### src/rtl/id_ex_stage_pkg.sv
// id_ex_stage_pkg: datapath widths, ALUOp encodings and ALU control codes shared with the ALU
package id_ex_stage_pkg;
  localparam int DATA_W = 32;
  localparam int REG_AW = 5;
  localparam logic [1:0] OP_LDST = 2'b00;
  localparam logic [1:0] OP_BR   = 2'b01;
  localparam logic [1:0] OP_R    = 2'b10;
  localparam logic [1:0] OP_I    = 2'b11;
  localparam logic [2:0] ALU_AND  = 3'b000;
  localparam logic [2:0] ALU_XOR  = 3'b001;
  localparam logic [2:0] ALU_SLL  = 3'b010;
  localparam logic [2:0] ALU_ADD  = 3'b011;
  localparam logic [2:0] ALU_SUB  = 3'b100;
  localparam logic [2:0] ALU_MUL  = 3'b101;
  localparam logic [2:0] ALU_SRAI = 3'b111;
endpackage

### src/rtl/id_ex_stage_alu_ctrl_decode.sv
// alu_ctrl_decode: maps ALUOp and {funct7,funct3} to the 3-bit ALU control code
module alu_ctrl_decode
  import id_ex_stage_pkg::*;
(
  input  logic [1:0] alu_op,
  input  logic [9:0] funct,
  output logic [2:0] alu_ctrl
);
  always_comb begin
    alu_ctrl = alu_op == OP_BR ? ALU_SUB :
               alu_op == OP_R  ? (funct == 10'b0000000_111 ? ALU_AND :
                                  funct == 10'b0000000_100 ? ALU_XOR :
                                  funct == 10'b0000000_001 ? ALU_SLL :
                                  funct == 10'b0100000_000 ? ALU_SUB :
                                  funct == 10'b0000001_000 ? ALU_MUL : ALU_ADD) :
               alu_op == OP_I && funct == 10'b0100000_101 ? ALU_SRAI : ALU_ADD;
  end
endmodule

### src/rtl/id_ex_stage.sv
// id_ex_stage: ID/EX pipeline register with ALU control decode, operand forwarding and load-use detect
module id_ex_stage #(
  parameter int DATA_W = id_ex_stage_pkg::DATA_W,
  parameter int REG_AW = id_ex_stage_pkg::REG_AW
) (
  input  logic              clk_i,
  input  logic              rst_i,
  input  logic              stall_i,
  input  logic              flush_i,
  input  logic              valid_i,
  input  logic [REG_AW-1:0] rs1_addr_i,
  input  logic [REG_AW-1:0] rs2_addr_i,
  input  logic [REG_AW-1:0] rd_addr_i,
  input  logic [DATA_W-1:0] rs1_data_i,
  input  logic [DATA_W-1:0] rs2_data_i,
  input  logic [DATA_W-1:0] imm_i,
  input  logic [9:0]        funct_i,
  input  logic [1:0]        alu_op_i,
  input  logic              alu_src_i,
  input  logic              reg_write_i,
  input  logic              mem_read_i,
  input  logic              mem_write_i,
  input  logic              mem_to_reg_i,
  input  logic              exmem_wr_i,
  input  logic [REG_AW-1:0] exmem_rd_i,
  input  logic [DATA_W-1:0] exmem_res_i,
  input  logic              memwb_wr_i,
  input  logic [REG_AW-1:0] memwb_rd_i,
  input  logic [DATA_W-1:0] memwb_res_i,
  output logic [DATA_W-1:0] alu_data1_o,
  output logic [DATA_W-1:0] alu_data2_o,
  output logic [2:0]        alu_ctrl_o,
  output logic [DATA_W-1:0] store_data_o,
  output logic [REG_AW-1:0] rd_addr_o,
  output logic              reg_write_o,
  output logic              mem_read_o,
  output logic              mem_write_o,
  output logic              mem_to_reg_o,
  output logic              valid_o,
  output logic              load_use_o
);
  typedef struct packed {
    logic              valid;
    logic [REG_AW-1:0] rs1;
    logic [REG_AW-1:0] rs2;
    logic [REG_AW-1:0] rd;
    logic [DATA_W-1:0] d1;
    logic [DATA_W-1:0] d2;
    logic [DATA_W-1:0] imm;
    logic [2:0]        alu_ctrl;
    logic              alu_src;
    logic              reg_write;
    logic              mem_read;
    logic              mem_write;
    logic              mem_to_reg;
  } stage_t;
  stage_t q;
  logic [2:0] alu_ctrl;
  logic ex1, ex2, wb1, wb2;
  logic [DATA_W-1:0] fwd2;
  alu_ctrl_decode u_dec (.alu_op(alu_op_i), .funct(funct_i), .alu_ctrl(alu_ctrl));
  // load_use_o is already gated by stall_i, so flush or load-use both mean bubble
  always_ff @(posedge clk_i or posedge rst_i)
    if (rst_i) q <= '0;
    else if (flush_i || load_use_o) q <= '0;
    else if (!stall_i) q <= '{valid_i, rs1_addr_i, rs2_addr_i, rd_addr_i, rs1_data_i, rs2_data_i,
                              imm_i, alu_ctrl, alu_src_i, reg_write_i, mem_read_i, mem_write_i,
                              mem_to_reg_i};
  assign ex1 = exmem_wr_i && exmem_rd_i != '0 && exmem_rd_i == q.rs1;
  assign ex2 = exmem_wr_i && exmem_rd_i != '0 && exmem_rd_i == q.rs2;
  assign wb1 = memwb_wr_i && memwb_rd_i != '0 && memwb_rd_i == q.rs1;
  assign wb2 = memwb_wr_i && memwb_rd_i != '0 && memwb_rd_i == q.rs2;
  assign alu_data1_o = ex1 ? exmem_res_i : wb1 ? memwb_res_i : q.d1;
  assign fwd2 = ex2 ? exmem_res_i : wb2 ? memwb_res_i : q.d2;
  assign alu_data2_o = q.alu_src ? q.imm : fwd2;
  assign store_data_o = fwd2;
  assign alu_ctrl_o = q.alu_ctrl;
  assign rd_addr_o = q.rd;
  assign reg_write_o = q.reg_write;
  assign mem_read_o = q.mem_read;
  assign mem_write_o = q.mem_write;
  assign mem_to_reg_o = q.mem_to_reg;
  assign valid_o = q.valid;
  assign load_use_o = q.valid && q.mem_read && q.rd != '0 && !stall_i &&
                      (q.rd == rs1_addr_i || q.rd == rs2_addr_i);
endmodule

### config.mk
export PLATFORM = sky130hd
export DESIGN_NAME = id_ex_stage
export DESIGN_NICKNAME = d
export VERILOG_FILES = /design/src/rtl/id_ex_stage_pkg.sv /design/src/rtl/id_ex_stage_alu_ctrl_decode.sv /design/src/rtl/id_ex_stage.sv
export SDC_FILE = /design/constraint.sdc
export NUM_CORES = 1
export LEC_CHECK = 0
export CAP_MARGIN = 15
export CORE_ASPECT_RATIO = 1.4
export CORE_UTILIZATION = 40
export CTS_CLUSTER_DIAMETER = 60
export DETAILED_ROUTE_END_ITERATION = 10
export PLACE_DENSITY = 0.79
export SLEW_MARGIN = 25
export SYNTH_ARGS = -nofsm -noshare
export SYNTH_HDL_FRONTEND = slang
export SYNTH_SLANG_ARGS = --single-unit
export TNS_END_PERCENT = 100
### constraint.sdc
create_clock -name clk_i -period 4.1 [get_ports clk_i]
set_input_delay 1.23 -clock clk_i [delete_from_list [all_inputs] [get_ports clk_i]]
set_output_delay 1.23 -clock clk_i [all_outputs]
set_load 0.01 [all_outputs]
==> run summary, run 1 <==
main combinational cell family by area after synthesis = multiplexers
minimum clock period = 4.74 ns
number of max-cap violations = 0
Die ar. = 0.0197 mm2
clk slew on worst S/H paths = 0.05 ns
Critical Path RT = 2.87 ns
Syn Std Cell Area = 0.00766 mm2
CP Max Fanout = 7
Core Region = 0.0187 mm2
number of buffers created by CTS = 17
Final Cycle Share = 116%
clock buffer depth = 2
VDD IR max = 0.291 mV
Total Wirelength = 42300 um
Core Util, Final = 79.4%
Synth-to-Final Area Change = 93.7%
H-tree depth = 4
synth unique cells = 38
Lkg Pwr = 6.50 nW
first-pass GRT wire length = 54100 um
die width = 119 um
Synth warnings = 0
Root Buffer = clkbuf_16
drt first-iter violations = 1053
setup ws final = -0.640 ns
ratio of cells with drive above 1 in the final layout = 39.8%
Hold WC Path Type = flop to flop
PwrDens = 283 mW/mm2
crit path cell chain = buf_8 -> xor2_4 -> or4b_4 -> buf_16 -> o31ai_4 -> a31oi_4 -> buf_6 -> mux2_4 -> buf_6
most frequent cell on the critical path = buf_6
final hold violations = 0
grt ovf = 0
Data arrival, critical path = 3.51 ns
clock sink count = 120
Seq cells post-synth = 120
final hold slack = 0.527 ns
CP max stage delay = 0.67 ns
post-DP HPWL = 21800 um
violated checks = negative setup slack
slowest stage cell, crit path = or4b_4
area fraction in and, or, nand and nor cells after synthesis = 19.0%
residual DRC count = 0
Std-Cell Rows = 59
vias per inst = 6.27
Starting Density = 41.0%
Max-slew headroom = 39.0%
Worst-Margin Slew = 0.915 ns
DRT Pass-1 Iters = 5
crit path buf inv count = 4
DR vias = 9488
Avg Synthesized Cell Area = 9.15 um2
syn nets = 1046
Synth Area in XOR/XNOR = 3.77%
WL per Instance = 27.9 um
WS Path Type = input port to output port
fraction of synthesized area in multiplexers = 23.1%
sequential area share after synthesis = 39.2%
outcome = finished, violations left
total track usage = 36.2%
Clock Latency Late Sink = 0.44 ns
worst clock skew = 0.0130 ns
CP startpoint kind = input port
CTS tree = built
Post-CTS Hold Buffers = 0
Compound-Gate Fraction of Synth Area = 9.74%
Routed Antenna Nets = 0
initial antenna violation count = 7
synthesized-area fraction occupied by adder cells = 0%
I/O pin count = 319
RSZ-0062 raised after global routing = true
Final Max Tran Viols = 0
CP endpoint kind = output port
cell family with most CP delay = simple AND/OR/NAND/NOR gates
Final Setup Violations = 96
Mapped Cells = 837
final net count = 1461
Final Wtd Congestion = 0.927
port buffer count = 318
vias in the first global route = 9121
Die Ht = 166 um
fmax = 211 MHz
largest net degree at the start of global routing = 122
state kept, by name, indices dropped and copies added (netlist names):
register      count
reg_write_o       1
alu_ctrl_o        3
rd_addr_o         5
mem_read_o        1
valid_o           1
q               107
mem_write_o       1
mem_to_reg_o      1
power breakdown:
group          switching [mW]  total [mW]  leakage [nW]  internal (mW)
Combinational           0.621        1.31          4.62          0.686
Clock                   0.572        1.55         0.286          0.979
Sequential             0.0842        1.34          1.59           1.25
routing by layer:
layer / track usage, % / vias up / routed length [um]
li1: - / 3806 / -
met4: 23.7 / 2 / 3530
met3: 8.17 / 274 / 4180
met1: 43.0 / 4594 / 14400
met5: 0 / - / 13
met2: 58.6 / 812 / 20100
synthesized netlist by cell type:
cell type,number,share of area [%]
xnor2_1,14,1.6
nand4b_1,1,0.11
or2_2,1,0.082
nor2_1,141,6.9
inv_1,3,0.15
o211ai_2,1,0.16
xor2_1,19,2.2
buf_1,1,0.049
mux2_1,3,0.44
nor4b_2,8,1.6
nand4_1,2,0.16
o21bai_1,1,0.098
dfrtp_1,120,39
a21oi_1,3,0.20
nand3_1,25,1.6
nor4_2,2,0.33
or3_1,2,0.16
nor4_1,26,2.1
or4_1,3,0.29
a211oi_2,8,1.3
buf_2,9,0.59
or2_0,1,0.082
a221oi_1,1,0.11
nor3_1,28,1.8
clkbuf_1,59,2.9
o31a_1,1,0.11
a31oi_1,24,2.0
and2_1,1,0.082
o31ai_1,34,3.3
o21ai_0,27,1.8
or2_1,1,0.082
or4b_1,1,0.13
nand2_1,70,3.4
o21ai_1,9,0.59
buf_4,15,1.5
mux2_2,21,3.1
mux2i_1,150,20
a22oi_1,1,0.098
cell families after synthesis:
kind of cell	after synthesis
AO/OA/AOI/OAI	110
XOR/XNOR	33
buffers and inverters	87
flip-flops	120
multiplexers	174
AND/OR/NAND/NOR	313
placed cells by master, fill, tap and decap left out, drive strengths merged, types with 2 or more instances in the layout:
cell	Yosys	final
a211oi	8	8
a21oi	3	3
a31oi	24	24
buf	25	261
bufinv	0	3
clkbuf	59	28
clkdlybuf4s50	0	208
clkinv	0	4
clkinvlp	0	3
dfrtp	120	120
diode	0	6
dlygate4sd2	0	2
inv	3	2
mux2	24	24
mux2i	150	150
nand2	70	70
nand3	25	25
nand4	2	2
nor2	141	141
nor3	28	28
nor4	28	28
nor4b	8	8
o21ai	36	36
o31ai	34	34
or2	3	3
or3	2	2
or4	3	3
xnor2	14	14
xor2	19	19
worst min-delay path: stages (launching register included):
cell and delay (ns):
dfrtp_1 0.34, mux2i_1 0.07, nor2_1 0.07
final timing paths:
check | endpoint | depth (start not counted) | slack [ns] | from
setup / recovery | alu_data2_o[9] | 9 | -0.64 | memwb_rd_i[1]
min in group asynchronous | q[90] | 2 | 1.24 | rst_i
hold reg to reg | q[103] | 2 | 0.53 | q[103]
hold / removal | q[103] | 2 | 0.53 | q[103]
setup reg to reg | q[15] | 5 | 1.86 | rd_addr_o[1]
max in group asynchronous | q[29] | 3 | 2.14 | rst_i
layout make-up:
| type | instances | area, um2 |
|---|---|---|
| timing repair buffer | 480 | 5070 |
| clock inverter | 9 | 125 |
| antenna | 6 | 15.0 |
| tap | 244 | 305 |
| multi-input combinational | 630 | 5840 |
| sequential | 120 | 3000 |
| clock buffer | 22 | 464 |
| inverter | 3 | 15.0 |
| fill | 1038 | 3840 |
metrics by stage:
stage                     total power, mW  std cells  TNS, ns  instance area, um2  setup WS, ns
after detailed placement             2.31       1385   -93.25               11600         -1.19
after floorplan                      1.74        837   -0.268                7800       -0.0336
after CTS                            4.00       1478   -16.87               13900        -0.433
after global placement               2.29       1385   -91.88               11600         -1.19
final                                4.19       1514   -25.89               14800        -0.640
after global routing                 4.29       1514   -27.56               14800        -0.621
what timing repair did:
item / CTS / global route
gates cloned: 7 / 9
setup endpoints to repair: 96 / 97
buffers inserted: 59 / 33
pin swaps: 46 / 69
gates resized for setup: 705 / 194
Power figures use the tool's default switching activity.
==> inputs of run 2 (changes only) <==
--- a/config.mk
+++ b/config.mk
@@ -7,10 +7,11 @@
 export LEC_CHECK = 0
 export CAP_MARGIN = 15
 export CORE_ASPECT_RATIO = 1.4
-export CORE_UTILIZATION = 40
+export CORE_UTILIZATION = 44
 export CTS_CLUSTER_DIAMETER = 60
 export DETAILED_ROUTE_END_ITERATION = 10
-export PLACE_DENSITY = 0.79
+export PLACE_DENSITY = 0.82
+export RECOVER_POWER = 100
 export SLEW_MARGIN = 25
 export SYNTH_ARGS = -nofsm -noshare
 export SYNTH_HDL_FRONTEND = slang
==> constraint.sdc (replaced) <==
create_clock -name clk_i -period 4.6 [get_ports clk_i]
set_input_delay 1.38 -clock clk_i [delete_from_list [all_inputs] [get_ports clk_i]]
set_output_delay 1.38 -clock clk_i [all_outputs]
set_load 0.01 [all_outputs]
==> run 2 against run 1 <==
  * The flow finishes with violations (max-capacitance violations, max-slew violations, negative setup slack)
  * Non-clock buffer count is 52 lower
  * Die area is 9.0% lower
  * Register-to-register slack lost 0.07 ns
  * Wire length fell by 24%
  * Cell area decreased by 12%
  * Critical endpoint is now alu_data2_o[28]
  * Largest cell class unchanged
  * Highest routed layer is now met4
==> run summary, run 2 (synthesis gave the netlist of run 1 again) <==
Hold WC Path Type = flop to flop
Critical Path RT = 3.22 ns (+0.35 ns)
CP endpoint kind = output port
Total Wirelength = 32100 um (-24%)
grt ovf = 0 (unchanged)
outcome = finished, violations left
Data arrival, critical path = 3.39 ns (-0.12 ns)
ratio of cells with drive above 1 in the final layout = 28.0% (-12 points)
Routed Antenna Nets = 0 (unchanged)
Clock Latency Late Sink = 0.42 ns (-0.02 ns)
worst clock skew = 0.00704 ns (-0.00592 ns)
WS Path Type = input port to output port
fill count = 1127 (+8.6%)
hold path cells = 2 (unchanged)
Worst R2R End = q[43]
Lkg Pwr = 5.68 nW (-12%)
Synth-to-Final Area Change = 70.7%
clock buffer depth = 2 (unchanged)
Die Ht = 158 um (-4.6%)
largest net degree at the start of global routing = 122 (unchanged)
Final Cycle Share = 104%
first-pass GRT wire length = 47100 um (-13%)
Post-Layout Cell Count = 1447 (-4.4%)
CP startpoint kind = input port
CTS tree = built
Register Area = 0.00300 mm2 (unchanged)
CP startpoint = memwb_rd_i[1]
fmax = 210 MHz
Post-CTS Hold Buffers = 0 (unchanged)
Final Setup Violations = 46 (-52%)
VDD IR max = 0.227 mV (-22%)
Final Max Tran Viols = 60 (+60)
worst r2r src = rd_addr_o[1]
Die ar. = 0.0179 mm2 (-9.0%)
Final Wtd Congestion = 0.868 (-6.4%)
minimum clock period = 4.77 ns
H-tree depth = 4 (unchanged)
Reg2Reg Depth = 6 (+1)
register with the most flip-flops = q
most frequent cells in the layout = clkdlybuf4s50_1 (195), mux2i_1 (148), nor2_1 (136)
most common cell after layout, fill and taps aside = clkdlybuf4s50_1
Worst-Margin Slew = 2.33 ns (+1.41 ns)
vias in the first global route = 8605 (-5.7%)
r2r setup slk = 1.79 ns (-0.07 ns)
post-DP HPWL = 20300 um (-7.0%)
final hold violations = 0 (unchanged)
DRT Pass-1 Iters = 5 (unchanged)
Starting Density = 45.4% (+4.3 points)
total track usage = 34.8% (-1.4 points)
Worst setup endpoint = alu_data2_o[28]
Core Region = 0.0169 mm2 (-9.6%)
I/O pin count = 319 (unchanged)
final net count = 1409 (-3.6%)
clk slew on worst S/H paths = 0.06 ns (about the same)
Std-Cell Rows = 56 (-5.1%)
setup ws final = -0.173 ns (+0.467 ns)
number of max-cap violations = 1 (+1)
RSZ-0062 raised after global routing = true
residual DRC count = 0 (unchanged)
Root Buffer = clkbuf_16
clock sink count = 120 (unchanged)
Setup WS pre-CTS = -1.06 ns (+0.133 ns)
die width = 114 um (-4.6%)
violated checks = max-capacitance violations, max-slew violations, negative setup slack
number of buffers created by CTS = 17 (unchanged)
CP Max Fanout = 6 (-1)
vias per inst = 5.78 (-7.8%)
Max-slew headroom = -55.1% (-94 points)
area of the multi-input gates = 0.00506 mm2 (-13%)
DR vias = 8359 (-12%)
PwrDens = 267 mW/mm2 (-5.4%)
placed cells = 1373 (-0.87%)
port buffer count = 318 (unchanged)
drt first-iter violations = 553 (-47%)
initial antenna violation count = 2 (-5)
max reg flops = 107 (unchanged)
WL per Instance = 22.2 um (-21%)
run 2: cell types whose count changed in the layout (fill, tap and decap cells not counted), sizes merged, moves of 4 or more:
cell	previous run	this run
buf	261	169
clkbuf	28	47
dlygate4sd3	0	15
clkdlybuf4s50	208	195
clkdlybuf4s15	1	13
diode	6	2
run 2: how the worst min path moves through the flow:
stage          endpoint  slack (ns)   start
2_1_floorplan     q[11]        0.48   q[11]
3_3_place_gp      q[39]        0.50   q[39]
3_5_place_dp      q[77]        0.51   q[77]
4_1_cts           q[77]        0.53   q[77]
5_1_grt           q[90]        0.54   q[90]
6_report         q[103]        0.52  q[103]
run 2: power breakdown:
part	internal (mW)	total, mW	switching (mW)
combinational	0.500	0.943	0.444
clock	0.852	1.38	0.525
sequential	1.12	1.18	0.0626
total	2.47	3.50	1.03
run 2: per-layer routing:
layer / GRT usage [%] / routed length [um]
met3: 7.58 / 2270
met4: 23.3 / 2040
met1: 38.7 / 11500
met2: 59.7 / 16300
met5: 0 / 0
run 2: critical path, stage by stage:
cell	delay (ns)
buf_6	0.10
xor2_2	0.14
or4b_4	0.64
or3_4	0.44
buf_6	0.16
a211oi_4	0.26
o31ai_1	0.09
buf_2	0.19
run 2: repair_timing:
item                                    in CTS  in global routing
gates cloned                                 7                  1
setup buffers                               29                  8
endpoints found under the setup margin      96                 92
resized for setup                          513                 74
pin swaps                                   44                 20
run 2: area by class of cell:
type / instances / share of cell area, %
clock buffers: 17 / 3.25
diodes: 2 / 0.0383
inverters: 3 / 0.0861
multi-input cells: 630 / 38.7
repair buffers: 428 / 31.3
clock inverters: 15 / 1.37
well taps: 232 / 2.22
flip-flops and latches: 120 / 23.0
run 2: metrics by stage:
stage	instance area (um2)	hold WS (ns)	setup TNS, ns	util, %	total power [mW]
CTS	13000	0.525	-4.26	77.0	3.49
floorplan	7660	0.484	0	-	1.54
global placement	11500	0.498	-76.36	68.0	2.02
detailed placement	11500	0.512	-78.18	68.0	2.04
finish	13100	0.519	-3.61	77.5	3.50
global route	13100	0.544	-6.32	77.4	3.62
==> inputs of run 3 (changes only) <==
--- a/config.mk
+++ b/config.mk
@@ -7,10 +7,10 @@
 export LEC_CHECK = 0
 export CAP_MARGIN = 15
 export CORE_ASPECT_RATIO = 1.4
-export CORE_UTILIZATION = 44
+export CORE_UTILIZATION = 40
 export CTS_CLUSTER_DIAMETER = 60
 export DETAILED_ROUTE_END_ITERATION = 10
-export PLACE_DENSITY = 0.82
+export PLACE_DENSITY = 0.79
 export RECOVER_POWER = 100
 export SLEW_MARGIN = 25
 export SYNTH_ARGS = -nofsm -noshare
==> constraint.sdc (replaced) <==
create_clock -name clk_i -period 4.2 [get_ports clk_i]
set_input_delay 1.26 -clock clk_i [delete_from_list [all_inputs] [get_ports clk_i]]
set_output_delay 1.26 -clock clk_i [all_outputs]
set_load 0.01 [all_outputs]
==> run 3 against run 2 <==
  * The run still ends with max-capacitance violations, max-slew violations, negative setup slack left
  * Total power is 15% higher
  * Critical endpoint is now alu_data2_o[5]
  * Wire length is 13% higher
  * Worst setup slack worse by 0.29 ns
  * Via count is 6.6% higher
  * Cell area is 9.1% higher
  * Combinational power is 25% higher
  * Global-route usage is 0.61 points lower
  * Highest routed layer unchanged
  * Sequential share of layout area is 1.9 points lower
  * Sequential power is 9% higher
  * Non-clock buffer count is 58 higher
  * Register-to-register slack worse by 0.65 ns
  * Sequential cell count stayed put
==> run summary, run 3 (synthesis gave the netlist of run 1 again) <==
outcome = finished, violations left
violated checks = max-capacitance violations, max-slew violations, negative setup slack
fill count = 1191 (+5.7%)
DRT Pass-1 Iters = 5 (unchanged)
Critical Path RT = 2.94 ns (-0.28 ns)
RSZ-0062 raised after global routing = true
routed metal-1 wirelength = 12400 um (+8.1%)
worst clock skew = 0.00938 ns (+0.00233 ns)
Routed Antenna Nets = 0 (unchanged)
CP startpoint kind = input port
Final Wtd Congestion = 0.933 (+7.5%)
largest net degree at the start of global routing = 122 (unchanged)
clk slew on worst S/H paths = 0.06 ns (about the same)
power share of the combinational group = 29.3% (+2.3 points)
final net count = 1467 (+4.1%)
port buffer count = 318 (unchanged)
Data arrival, critical path = 3.40 ns (about the same)
Hold WC Path Type = flop to flop
most common cell after layout, fill and taps aside = clkdlybuf4s50_1
max layer used = met4
first-pass GRT wire length = 50900 um (+8.0%)
CP startpoint = memwb_rd_i[2]
total track usage = 34.2% (-0.61 points)
number of max-cap violations = 2 (+1)
Setup WS pre-CTS = -1.31 ns (-0.254 ns)
Sw Ratio = 28.4% (-1.0 points)
CTS tree = built
clock sink count = 120 (unchanged)
H-tree depth = 4 (unchanged)
placed cell areas = 0.0117 mm2 (+1.7%)
Worst Hold Launch = q[39]
residual DRC count = 0 (unchanged)
max reg flops = 107 (unchanged)
metal2 WL = 18800 um (+16%)
clock buffer depth = 2 (unchanged)
VDD IR max = 0.231 mV (+1.6%)
final instance area = 0.0143 mm2 (+9.1%)
Root Buffer = clkbuf_16
WS Path Type = input port to output port
Std-Cell Rows = 59 (+5.4%)
I/O pin count = 319 (unchanged)
DR vias = 8910 (+6.6%)
WL per Instance = 24.0 um (+8.2%)
Clock Latency Late Sink = 0.42 ns (about the same)
Starting Density = 41.0% (-4.3 points)
final hold slack = 0.524 ns (+0.00465 ns)
Final Cycle Share = 111%
number of buffers created by CTS = 17 (unchanged)
Core Region = 0.0187 mm2 (+11%)
Worst-Margin Slew = 1.82 ns (-0.510 ns)
most frequent cells in the layout = clkdlybuf4s50_1 (193), mux2i_1 (136), nor2_1 (130)
Die ar. = 0.0197 mm2 (+9.8%)
P_int = 2.89 mW (+17%)
Total Wirelength = 36300 um (+13%)
TNS Setup = -18.63 ns (-15.02 ns)
vias in the first global route = 9030 (+4.9%)
post-DP HPWL = 21900 um (+8.2%)
die width = 119 um (+4.8%)
vias per inst = 5.88 (+1.8%)
Post-CTS Hold Buffers = 0 (unchanged)
Net Switching = 1.15 mW (+11%)
Final Max Tran Viols = 110 (+83%)
CP endpoint kind = output port
setup ws final = -0.459 ns (-0.285 ns)
fmax = 215 MHz
initial antenna violation count = 1 (-1)
worst r2r src = rd_addr_o[2]
Synth-to-Final Area Change = 86.2%
CP Max Fanout = 7 (+1)
register with the most flip-flops = q
Lkg Pwr = 6.28 nW (+11%)
Final Setup Violations = 87 (+89%)
grt ovf = 0 (unchanged)
PwrDens = 283 mW/mm2 (+5.7%)
Max-slew headroom = -21.1% (+34 points)
Flop pwr share = 32.1% (-1.6 points)
Clk pwr share = 38.6% (-0.7 points)
placed cells = 1404 (+2.3%)
final hold violations = 0 (unchanged)
routed wl met3 = 2360 um (+4.0%)
drt first-iter violations = 725 (+31%)
ratio of cells with drive above 1 in the final layout = 37.4% (+9.4 points)
minimum clock period = 4.66 ns
Die Ht = 166 um (+4.8%)
Post-Layout Cell Count = 1515 (+4.7%)
## run 3: cell count changes in the layout (fill, tap and decap cells not counted), sizes merged
cell / previous run / this run
inv: 4 / 2
clkdlybuf4s50: 195 / 193
clkbuf: 47 / 35
clkinv: 7 / 4
clkinvlp: 4 / 2
clkdlybuf4s15: 13 / 2
dlygate4sd2: 5 / 2
bufinv: 3 / 4
buf: 169 / 259
## run 3: per-layer routing
layer / track usage (%) / vias up
li1: - / 3809
met2: 61.9 / 577
met4: 23.9 / 0
met3: 5.43 / 175
met1: 35.8 / 4349
met5: 0 / -
## run 3: repair_timing
item,4_1_cts,5_1_grt
setup buffers,61,21
endpoints found under the setup margin,96,97
pin swaps,60,38
resized for setup,704,84
cloned,6,6
## run 3: layout make-up
class                           count  area (um2)  share of cell area, %
Antenna cell                        2        5.00                 0.0351
Clock buffer                       21         470                   3.30
Clock inverter                      9         148                   1.03
Inverter                            3        12.5                 0.0877
Multi-Input combinational cell    630        5500                   38.6
Sequential cell                   120        3000                   21.1
Tap cell                          244         305                   2.14
Timing Repair Buffer              486        4820                   33.8
## run 3: power by group through the flow
stage	Clock, mW	Sequential (mW)	Combinational [mW]
after floorplan	0	1.27	0.419
after global placement	0	1.29	0.953
after detailed placement	0	1.30	0.968
after CTS	1.56	1.29	1.11
after global routing	1.62	1.30	1.24
final	1.56	1.29	1.18
## run 3: worst paths after layout
check / to / slack [ns] / depth (start not counted)
hold reg to reg: q[39] / 0.52 / 2
setup / recovery: alu_data2_o[5] / -0.46 / 11
max in group asynchronous: q[115] / 0.42 / 4
hold / removal: q[39] / 0.52 / 2
setup reg to reg: alu_ctrl_o[2] / 1.14 / 5
min in group asynchronous: q[65] / 1.36 / 2
## run 3: critical path, cell delays in order
cell     delay, ns
buf_6         0.10
xor2_2        0.14
or4b_4        0.58
buf_12        0.16
buf_6         0.13
buf_12        0.14
buf_6         0.11
o31ai_4       0.21
a31oi_1       0.15
mux2_4        0.29
buf_6         0.12
## run 3: per-stage QoR
step / utilization [%] / total power [mW]
4_1_cts: 73.9 / 3.96
5_1_grt: 76.4 / 4.16
3_3_place_gp: 62.5 / 2.25
6_report: 76.4 / 4.03
3_5_place_dp: 62.5 / 2.27
2_1_floorplan: - / 1.69
